$ cat src/rtl/exu_ls_agu.sv
`default_nettype none
// ============================================================================
// Module   : exu_ls_agu
// Brief    : Load/store address generation, LSU request issue and load-data
//            alignment/extension. The CIRNO_AGU_MISAL_SPLIT_EN macro enables
//            splitting of bus-word-crossing accesses into two merged parts.
// Revision : 1.0
// ============================================================================
module exu_ls_agu #(
    parameter int XLEN  = 32,
    parameter int DEPTH = 2
) (
    input  logic              clk,
    input  logic              rst_n,
    input  logic              hs_ex4ag_val,
    output logic              hs_ag4ex_rdy,
    input  logic              i_ren,
    input  logic              i_wen,
    input  logic [1:0]        i_size,
    input  logic              i_unsg,
    input  logic [XLEN-1:0]   i_base,
    input  logic [XLEN-1:0]   i_imm,
    input  logic [XLEN-1:0]   i_wdat,
    output logic              hs_ag4ls_val,
    input  logic              hs_ls4ag_rdy,
    output logic [XLEN-1:0]   o_ls_adr,
    output logic [XLEN-1:0]   o_ls_wdat,
    output logic [XLEN/8-1:0] o_ls_wen,
    output logic              o_ls_ren,
    input  logic              hs_ls4ag_rval,
    input  logic [XLEN-1:0]   i_ls_rdat,
    output logic              hs_ag4wb_val,
    output logic [XLEN-1:0]   o_res,
    output logic              o_misal
);
    localparam int NB   = XLEN / 8;
    localparam int OFFW = $clog2(NB);
    localparam int PW   = (DEPTH > 1) ? $clog2(DEPTH) : 1;
    localparam int CW   = $clog2(DEPTH + 1);

    localparam logic [CW:0] c_depth     = DEPTH;
    localparam logic [CW:0] c_one       = 1;
    localparam logic [1:0]  c_part_full = 2'd0;
    localparam logic [1:0]  c_part_lo   = 2'd1;
    localparam logic [1:0]  c_part_hi   = 2'd2;

    function automatic logic [PW-1:0] f_nxt(input logic [PW-1:0] p);
        return (p == PW'(DEPTH - 1)) ? '0 : p + PW'(1);
    endfunction

    function automatic logic [XLEN-1:0] f_extend(input logic [XLEN-1:0] d,
                                                 input logic [1:0]      sz,
                                                 input logic            u);
        logic [XLEN-1:0] m;
        logic            s;
        m = '1;
        s = 1'b0;
        case (sz)
            2'd0:    begin m = XLEN'(8'hFF);         s = d[7];  end
            2'd1:    begin m = XLEN'(16'hFFFF);      s = d[15]; end
            2'd2:    begin m = XLEN'(32'hFFFF_FFFF); s = d[31]; end
            default: begin m = '1;                   s = 1'b0;  end
        endcase
        return (d & m) | ((s & ~u) ? ~m : '0);
    endfunction

    logic [XLEN-1:0] w_ea, w_aln, w_wdat_lo, w_algn;
    logic [OFFW-1:0] w_off;
    logic [3:0]      w_bytes;
    logic [NB-1:0]   w_wen_lo;
    logic [CW:0]     w_need;
    logic            w_acc, w_mem, w_take, w_issue, w_push, w_push2, w_pop, w_idle;

    logic            r_val, r_ren;
    logic [XLEN-1:0] r_adr, r_wdat;
    logic [NB-1:0]   r_wen;

    logic [CW-1:0]   r_cnt;
    logic [PW-1:0]   r_wptr, r_rptr;
    logic [OFFW-1:0] r_f_off  [DEPTH];
    logic [1:0]      r_f_size [DEPTH];
    logic            r_f_unsg [DEPTH];
    logic [1:0]      r_f_part [DEPTH];

    assign w_ea      = i_base + i_imm;
    assign w_off     = w_ea[OFFW-1:0];
    assign w_bytes   = 4'd1 << i_size;
    assign w_aln     = {w_ea[XLEN-1:OFFW], {OFFW{1'b0}}};
    // Mask arithmetic wraps modulo 2^NB, so a full-word access still yields all ones.
    assign w_wen_lo  = ((NB'(1) << w_bytes) - NB'(1)) << w_off;
    assign w_wdat_lo = i_wdat << {w_off, 3'b000};
    assign w_acc     = hs_ex4ag_val & hs_ag4ex_rdy;
    assign w_mem     = i_ren | i_wen;
    assign w_take    = r_val & hs_ls4ag_rdy;
    assign w_pop     = hs_ls4ag_rval & (r_cnt != '0);
    assign w_push    = w_issue & i_ren;

    // No pop-through: only the registered count is used for admission.
    assign hs_ag4ex_rdy = w_idle & (~r_val | hs_ls4ag_rdy) & (({1'b0, r_cnt} + w_need) <= c_depth);

    logic [OFFW-1:0] w_e_off;
    logic [1:0]      w_e_size, w_e_part;
    logic            w_e_unsg;

    assign w_e_off  = r_f_off[r_rptr];
    assign w_e_size = r_f_size[r_rptr];
    assign w_e_unsg = r_f_unsg[r_rptr];
    assign w_e_part = r_f_part[r_rptr];

`ifdef CIRNO_AGU_MISAL_SPLIT_EN
    typedef enum logic [0:0] {IDLE = 1'b0, SPLIT2 = 1'b1} state_t;

    localparam logic [CW:0] c_two = 2;

    state_t          r_state, w_state_nxt;
    logic            r_hi_pend, r_hi_ren, w_ovf, w_load_hi;
    logic [XLEN-1:0] r_hi_adr, r_hi_wdat, r_merge, w_lo_src, w_hi_src;
    logic [NB-1:0]   r_hi_wen, w_wen_hi;
    logic [4:0]      w_end, w_hi_n;
    logic [OFFW:0]   w_nb_off;

    assign w_end     = 5'(w_off) + 5'(w_bytes);
    assign w_ovf     = w_end > 5'(NB);
    assign w_hi_n    = w_end - 5'(NB);
    assign w_wen_hi  = (NB'(1) << w_hi_n) - NB'(1);
    assign w_nb_off  = (OFFW+1)'(NB) - (OFFW+1)'(w_off);
    assign w_issue   = w_acc & w_mem;
    assign w_push2   = w_push & w_ovf;
    assign w_need    = (i_ren & w_ovf) ? c_two : c_one;
    assign w_idle    = (r_state == IDLE);
    assign w_load_hi = (r_state == SPLIT2) & r_hi_pend & w_take;
    assign o_misal   = 1'b0;

    always_ff @(posedge clk or negedge rst_n) begin
        if (!rst_n) r_state <= IDLE;
        else        r_state <= w_state_nxt;
    end

    // SPLIT2 holds until the HI part itself has been taken by the bus.
    always_comb begin
        w_state_nxt = r_state;
        case (r_state)
            IDLE:    if (w_issue && w_ovf) w_state_nxt = SPLIT2;
            SPLIT2:  if (w_take && !r_hi_pend) w_state_nxt = IDLE;
            default: w_state_nxt = IDLE;
        endcase
    end

    always_ff @(posedge clk or negedge rst_n) begin
        if (!rst_n) begin
            r_hi_pend <= 1'b0;
            r_hi_adr  <= '0;
            r_hi_wdat <= '0;
            r_hi_wen  <= '0;
            r_hi_ren  <= 1'b0;
        end else if (w_issue && w_ovf) begin
            r_hi_pend <= 1'b1;
            r_hi_adr  <= w_aln + XLEN'(NB);
            r_hi_wdat <= i_wdat >> {w_nb_off, 3'b000};
            r_hi_wen  <= i_wen ? w_wen_hi : '0;
            r_hi_ren  <= i_ren;
        end else if (w_load_hi) begin
            r_hi_pend <= 1'b0;
        end
    end

    always_ff @(posedge clk or negedge rst_n) begin
        if (!rst_n)                             r_merge <= '0;
        else if (w_pop && w_e_part == c_part_lo) r_merge <= i_ls_rdat;
    end

    assign w_lo_src = (w_e_part == c_part_hi) ? r_merge   : i_ls_rdat;
    assign w_hi_src = (w_e_part == c_part_hi) ? i_ls_rdat : '0;
    assign w_algn   = XLEN'({w_hi_src, w_lo_src} >> {w_e_off, 3'b000});
`else
    logic r_misal, w_misal;

    assign w_misal = |(w_ea[3:0] & (w_bytes - 4'd1));
    assign w_issue = w_acc & w_mem & ~w_misal;
    assign w_push2 = 1'b0;
    assign w_need  = c_one;
    assign w_idle  = 1'b1;
    assign w_algn  = i_ls_rdat >> {w_e_off, 3'b000};
    assign o_misal = r_misal;

    always_ff @(posedge clk or negedge rst_n) begin
        if (!rst_n) r_misal <= 1'b0;
        else        r_misal <= w_acc & w_mem & w_misal;
    end
`endif

    always_ff @(posedge clk or negedge rst_n) begin
        if (!rst_n) begin
            r_val  <= 1'b0;
            r_adr  <= '0;
            r_wdat <= '0;
            r_wen  <= '0;
            r_ren  <= 1'b0;
        end else begin
            if (w_take) r_val <= 1'b0;
            if (w_issue) begin
                r_val  <= 1'b1;
                r_adr  <= w_aln;
                r_wdat <= w_wdat_lo;
                r_wen  <= i_wen ? w_wen_lo : '0;
                r_ren  <= i_ren;
            end
`ifdef CIRNO_AGU_MISAL_SPLIT_EN
            else if (w_load_hi) begin
                r_val  <= 1'b1;
                r_adr  <= r_hi_adr;
                r_wdat <= r_hi_wdat;
                r_wen  <= r_hi_wen;
                r_ren  <= r_hi_ren;
            end
`endif
        end
    end

    always_ff @(posedge clk or negedge rst_n) begin
        if (!rst_n) begin
            r_cnt  <= '0;
            r_wptr <= '0;
            r_rptr <= '0;
        end else begin
            r_cnt <= r_cnt + CW'({w_push2, w_push & ~w_push2}) - CW'(w_pop);
            if (w_push) r_wptr <= w_push2 ? f_nxt(f_nxt(r_wptr)) : f_nxt(r_wptr);
            if (w_pop)  r_rptr <= f_nxt(r_rptr);
        end
    end

    // Entry storage needs no reset; validity is tracked by the pointers and count.
    always_ff @(posedge clk) begin
        if (w_push) begin
            r_f_off[r_wptr]  <= w_off;
            r_f_size[r_wptr] <= i_size;
            r_f_unsg[r_wptr] <= i_unsg;
            r_f_part[r_wptr] <= w_push2 ? c_part_lo : c_part_full;
        end
        if (w_push2) begin
            r_f_off[f_nxt(r_wptr)]  <= w_off;
            r_f_size[f_nxt(r_wptr)] <= i_size;
            r_f_unsg[f_nxt(r_wptr)] <= i_unsg;
            r_f_part[f_nxt(r_wptr)] <= c_part_hi;
        end
    end

    assign hs_ag4ls_val = r_val;
    assign o_ls_adr     = r_adr;
    assign o_ls_wdat    = r_wdat;
    assign o_ls_wen     = r_wen;
    assign o_ls_ren     = r_ren;
    assign hs_ag4wb_val = w_pop & (w_e_part != c_part_lo);
    assign o_res        = hs_ag4wb_val ? f_extend(w_algn, w_e_size, w_e_unsg) : '0;

endmodule
`default_nettype wire

$ cat config.mk
export PLATFORM = sky130hd
export DESIGN_NAME = exu_ls_agu
export DESIGN_NICKNAME = d
export VERILOG_FILES = /design/src/rtl/exu_ls_agu.sv
export SDC_FILE = /design/constraint.sdc
export NUM_CORES = 1
export LEC_CHECK = 0
export CAP_MARGIN = 10
export CORE_ASPECT_RATIO = 2
export CORE_UTILIZATION = 45
export DETAILED_ROUTE_END_ITERATION = 16
export HOLD_SLACK_MARGIN = 0.15
export PLACE_DENSITY = 0.83
export SLEW_MARGIN = 10
export SYNTH_ARGS = -nofsm -noshare
export SYNTH_HDL_FRONTEND = slang
export SYNTH_SLANG_ARGS = --single-unit
$ cat constraint.sdc
create_clock -name clk -period 2.6 [get_ports clk]
set_input_delay 0.39 -clock clk [delete_from_list [all_inputs] [get_ports clk]]
set_output_delay 0.39 -clock clk [all_outputs]
set_load 0.02 [all_outputs]
==> metrics.csv <==
stage,metric,value,unit
outcome,status,finished with violations,
outcome,violations,setup timing,
layout,finalInstanceArea,0.0103,mm^2
synth,ys_seq_elements,83,
detailed_routing,ant_nets,0,
grt,antenna_found_initial,1,
floorplanning,io_pins,243,
worst_setup_path,start_kind,register,
power_and_ir_drop,peakVddDrop,0.435,mV
timing,hold_viol_final,0,
timing,finalMaxSlewViolations,0,
place,dpl_cell_area,0.00960,mm^2
worst_setup_path,crit_family,multiplexers,
timing,fin_hold_ws,0.352,ns
place,gp_congestion,0.935,
synth,yosysTopAreaCell,dfrtp_1,
synth,synthCells,755,
power_and_ir_drop,switching_share,40.9,%
detailed_routing,drtIter0Drc,400,
worst_setup_path,cp_cell_sequence,"mux2i_4, mux2i_1, mux2i_1, buf_4, nand2_4, inv_2, o21ai_1, buf_4, buf_6, a21oi_2, buf_6",
hold_path,holdCritPathClass,input pin to register,
layout,final_cells,1252,
power_and_ir_drop,combPwrFrac,56.5,%
detailed_routing,vias,7172,
grt,grt_pass1_wl,36.4,mm
timing,relSlewSlack,57.7,%
timing,finalClockSkew,0.00703,ns
timing,finalCritPeriodShare,104,%
worst_setup_path,critical_path.max_stage_delay,0.46,ns
power_and_ir_drop,leakagePower,4.72,nW
place,dp_cells,1223,
power_and_ir_drop,seq_power_share,26.8,%
power_and_ir_drop,power_switching,3.30,mW
synth,yosysUniqueCellTypes,69,
place,numPortBuffers,240,
timing,setup_violations,16,
worst_setup_path,slowest_stage,dfrtp_2,
clock_tree,cts_tree,yes,
place,dpl.hpwl,18.3,mm
floorplanning,die_h,169,um
synth,netlist.area_leader.share,29.1,%
timing,max_clock_freq,371,MHz
synth,ys_seq_area_share,33.8,%
worst_setup_path,required,2.21,ns
timing,max_slew.worst_pin.slew,0.635,ns
grt,grt_max_degree,76,
layout,final_nets,1266,
timing,setup_slack,-0.0975,ns
worst_setup_path,cp-end-kind,output port,
synth,ys_warn_count,0,
floorplanning,die_x,85.6,um
worst_setup_path,worstSetupPathType,register to output port,
timing,period_minus_slack,2.70,ns
timing,rsz0062_at_grt,yes,
clock_tree,cts-buffers-inserted,9,
layout,area_growth,63.9,%
floorplanning,dieArea,0.0145,mm^2
detailed_routing,firstDrtPassIters,4,
detailed_routing,routed_wl,23.8,mm
worst_setup_path,arrival,2.31,ns
synth,synth_edf_count,10,
synth,avgSynthCellArea,8.32,um^2
synth,async_flop_share,88.0,%
detailed_routing,drcViolationCount,0,
detailed_routing,route.detailed.wl_per_inst,19.0,um
clock_tree,cts_sinks,83,
synth,syn-cell-area,0.00628,mm^2
power_and_ir_drop,internal_power,4.76,mW
clock_tree,clk_latency,0.35,ns
power_and_ir_drop,clkPwrFrac,16.7,%
worst_setup_path,cp_max_fo,7,
grt,grt_usage,32.6,%
clock_tree,h-tree-depth,3,
power_and_ir_drop,p_per_area,783,mW/mm^2
grt,overflow,0,
flow_run,drv_cap,0,
synth,ys.flop_type,dfrtp_1,
layout,drive_above_1_share,22.0,%
worst_setup_path,cp_num_buf_inv,5,
clock_tree,path_clk_slew,0.06,ns
floorplanning,start_util,46.5,%
grt,grt_pass1_vias,7337,
floorplanning,num_rows,60,
place,dpl_worst_slack,-0.479,ns
synth,yosys-top-cells-area,"dfrtp_1, nand2_1, ha_1",
clock_tree,clock_path_buffers,2,
detailed_routing,viasPerCell,5.73,
clock_tree,cts_root_buffer,clkbuf_16,
floorplanning,coreArea,0.0135,mm^2
==> registers in the layout, indices dropped and copies added (netlist names) <==
name,flops
r_f_size,4
o_ls_ren,1
hs_ag4ls_val,1
r_cnt,2
o_misal,1
r_f_off,4
r_f_unsg,2
o_ls_adr,30
r_rptr,1
o_ls_wdat,32
r_wptr,1
o_ls_wen,4
==> stage by stage <==
| stage | setup TNS (ns) | total power [mW] | util [%] |
|---|---|---|---|
| floorplan | 0 | 4.27 | - |
| global placement | -21.07 | 6.43 | 71.0 |
| detailed placement | -28.09 | 6.50 | 71.0 |
| CTS | -1.05 | 7.90 | 73.6 |
| global route | -3.57 | 8.49 | 76.2 |
| finish | -0.676 | 8.06 | 76.2 |
==> cell usage in the layout, fill, tap and decap left out, types with 11 or more instances in the layout <==
master           netlist  routed
clkdlybuf4s50_1        0     194
dlymetal6s2s_1         0      13
mux2i_1               38      37
nor2_1                46      45
xor2_1                13      13
a21oi_1               55      43
buf_6                  1      16
inv_1                 15      13
o31ai_1               11      11
nand2_1              144     141
xnor2_1               12      11
a211oi_1              18      17
buf_4                  3     132
nand3_1               17      17
o21ai_0               69      57
ha_1                  36      28
a21o_1                13      13
dfrtp_1               73      72
nor2b_1               15      15
==> cell usage after synthesis, types with 5 or more instances <==
master,count
clkbuf_1,28
buf_1,5
inv_1,15
xor2_1,13
nand2b_1,5
xnor2_1,12
o21a_1,5
and3_1,9
o211ai_1,7
or3_1,6
nand2_1,144
and2_1,8
a21oi_1,55
o21ai_0,69
nor2_1,46
a211oi_1,18
mux2i_1,38
a21o_1,13
nor2b_1,15
edfxtp_1,10
buf_2,5
mux2_2,7
ha_1,36
nand3_1,17
a22oi_1,8
dfrtp_1,73
nor3_1,6
o31ai_1,11
==> cell type report <==
| cell class | instances | area (um^2) |
|---|---|---|
| Clock inverter | 7 | 81.3 |
| Tap cell | 155 | 194 |
| Inverter | 16 | 60.1 |
| Clock buffer | 9 | 225 |
| Sequential cell | 83 | 2130 |
| Fill cell | 987 | 3210 |
| Multi-Input combinational cell | 614 | 4200 |
| Antenna cell | 1 | 2.50 |
| Timing Repair Buffer | 367 | 3400 |
==> cells by family after synthesis <==
family          count (synthesis)  synth area share [%]
flops                          83                  33.8
fa+ha+maj                      37                  7.49
mux                            46                  7.66
buf+inv                        59                  4.08
other cells                     1                0.0597
xor+xnor                       25                  3.48
compound gates                224                  22.9
simple gates                  280                  20.4
==> power by group through the flow <==
stage,clock (mW),combinational [mW],sequential (mW)
finish,1.35,4.56,2.16
global route,1.42,4.87,2.21
CTS,1.35,4.39,2.16
detailed placement,0,4.34,2.16
global placement,0,4.27,2.15
floorplan,0,1.60,2.67
==> final timing paths <==
kind,startpoint,end,slack (ns),depth (start not counted)
setup reg to reg,hs_ag4ls_val$_DFFE_PN0P_,o_ls_adr[9]$_DFFE_PN0P_,0.75,6
hold reg to reg,o_ls_wdat[25]$_DFFE_PN0P_,o_ls_wdat[25]$_DFFE_PN0P_,0.48,2
setup / recovery,r_rptr$_DFFE_PN0P_,o_res[9],-0.1,11
max in group asynchronous,rst_n,r_rptr$_DFFE_PN0P_,1.37,3
min in group asynchronous,rst_n,o_ls_wdat[6]$_DFFE_PN0P_,0.60,2
hold / removal,i_size[1],r_f_size[1][1]$_DFFE_PP_,0.35,1
==> routing by layer <==
layer	part of all wire, %	up-vias	GRT usage, %
li1	-	3386	-
met1	31	3385	29.5
met2	55	313	62.7
met3	6.5	88	6.57
met4	6.8	0	22.6
met5	0	-	0
==> repair_timing <==
| item | CTS | global route |
|---|---|---|
| hold endpoints to repair | 44 | 0 |
| buffers inserted | 3 | 8 |
| setup endpoints to repair | 50 | 57 |
| cloned | 0 | 0 |
| pin swaps | 7 | 25 |
| hold buffers | 1 | 0 |
| resized for setup | 169 | 83 |
Note: power is estimated with default switching activity, not from simulation.
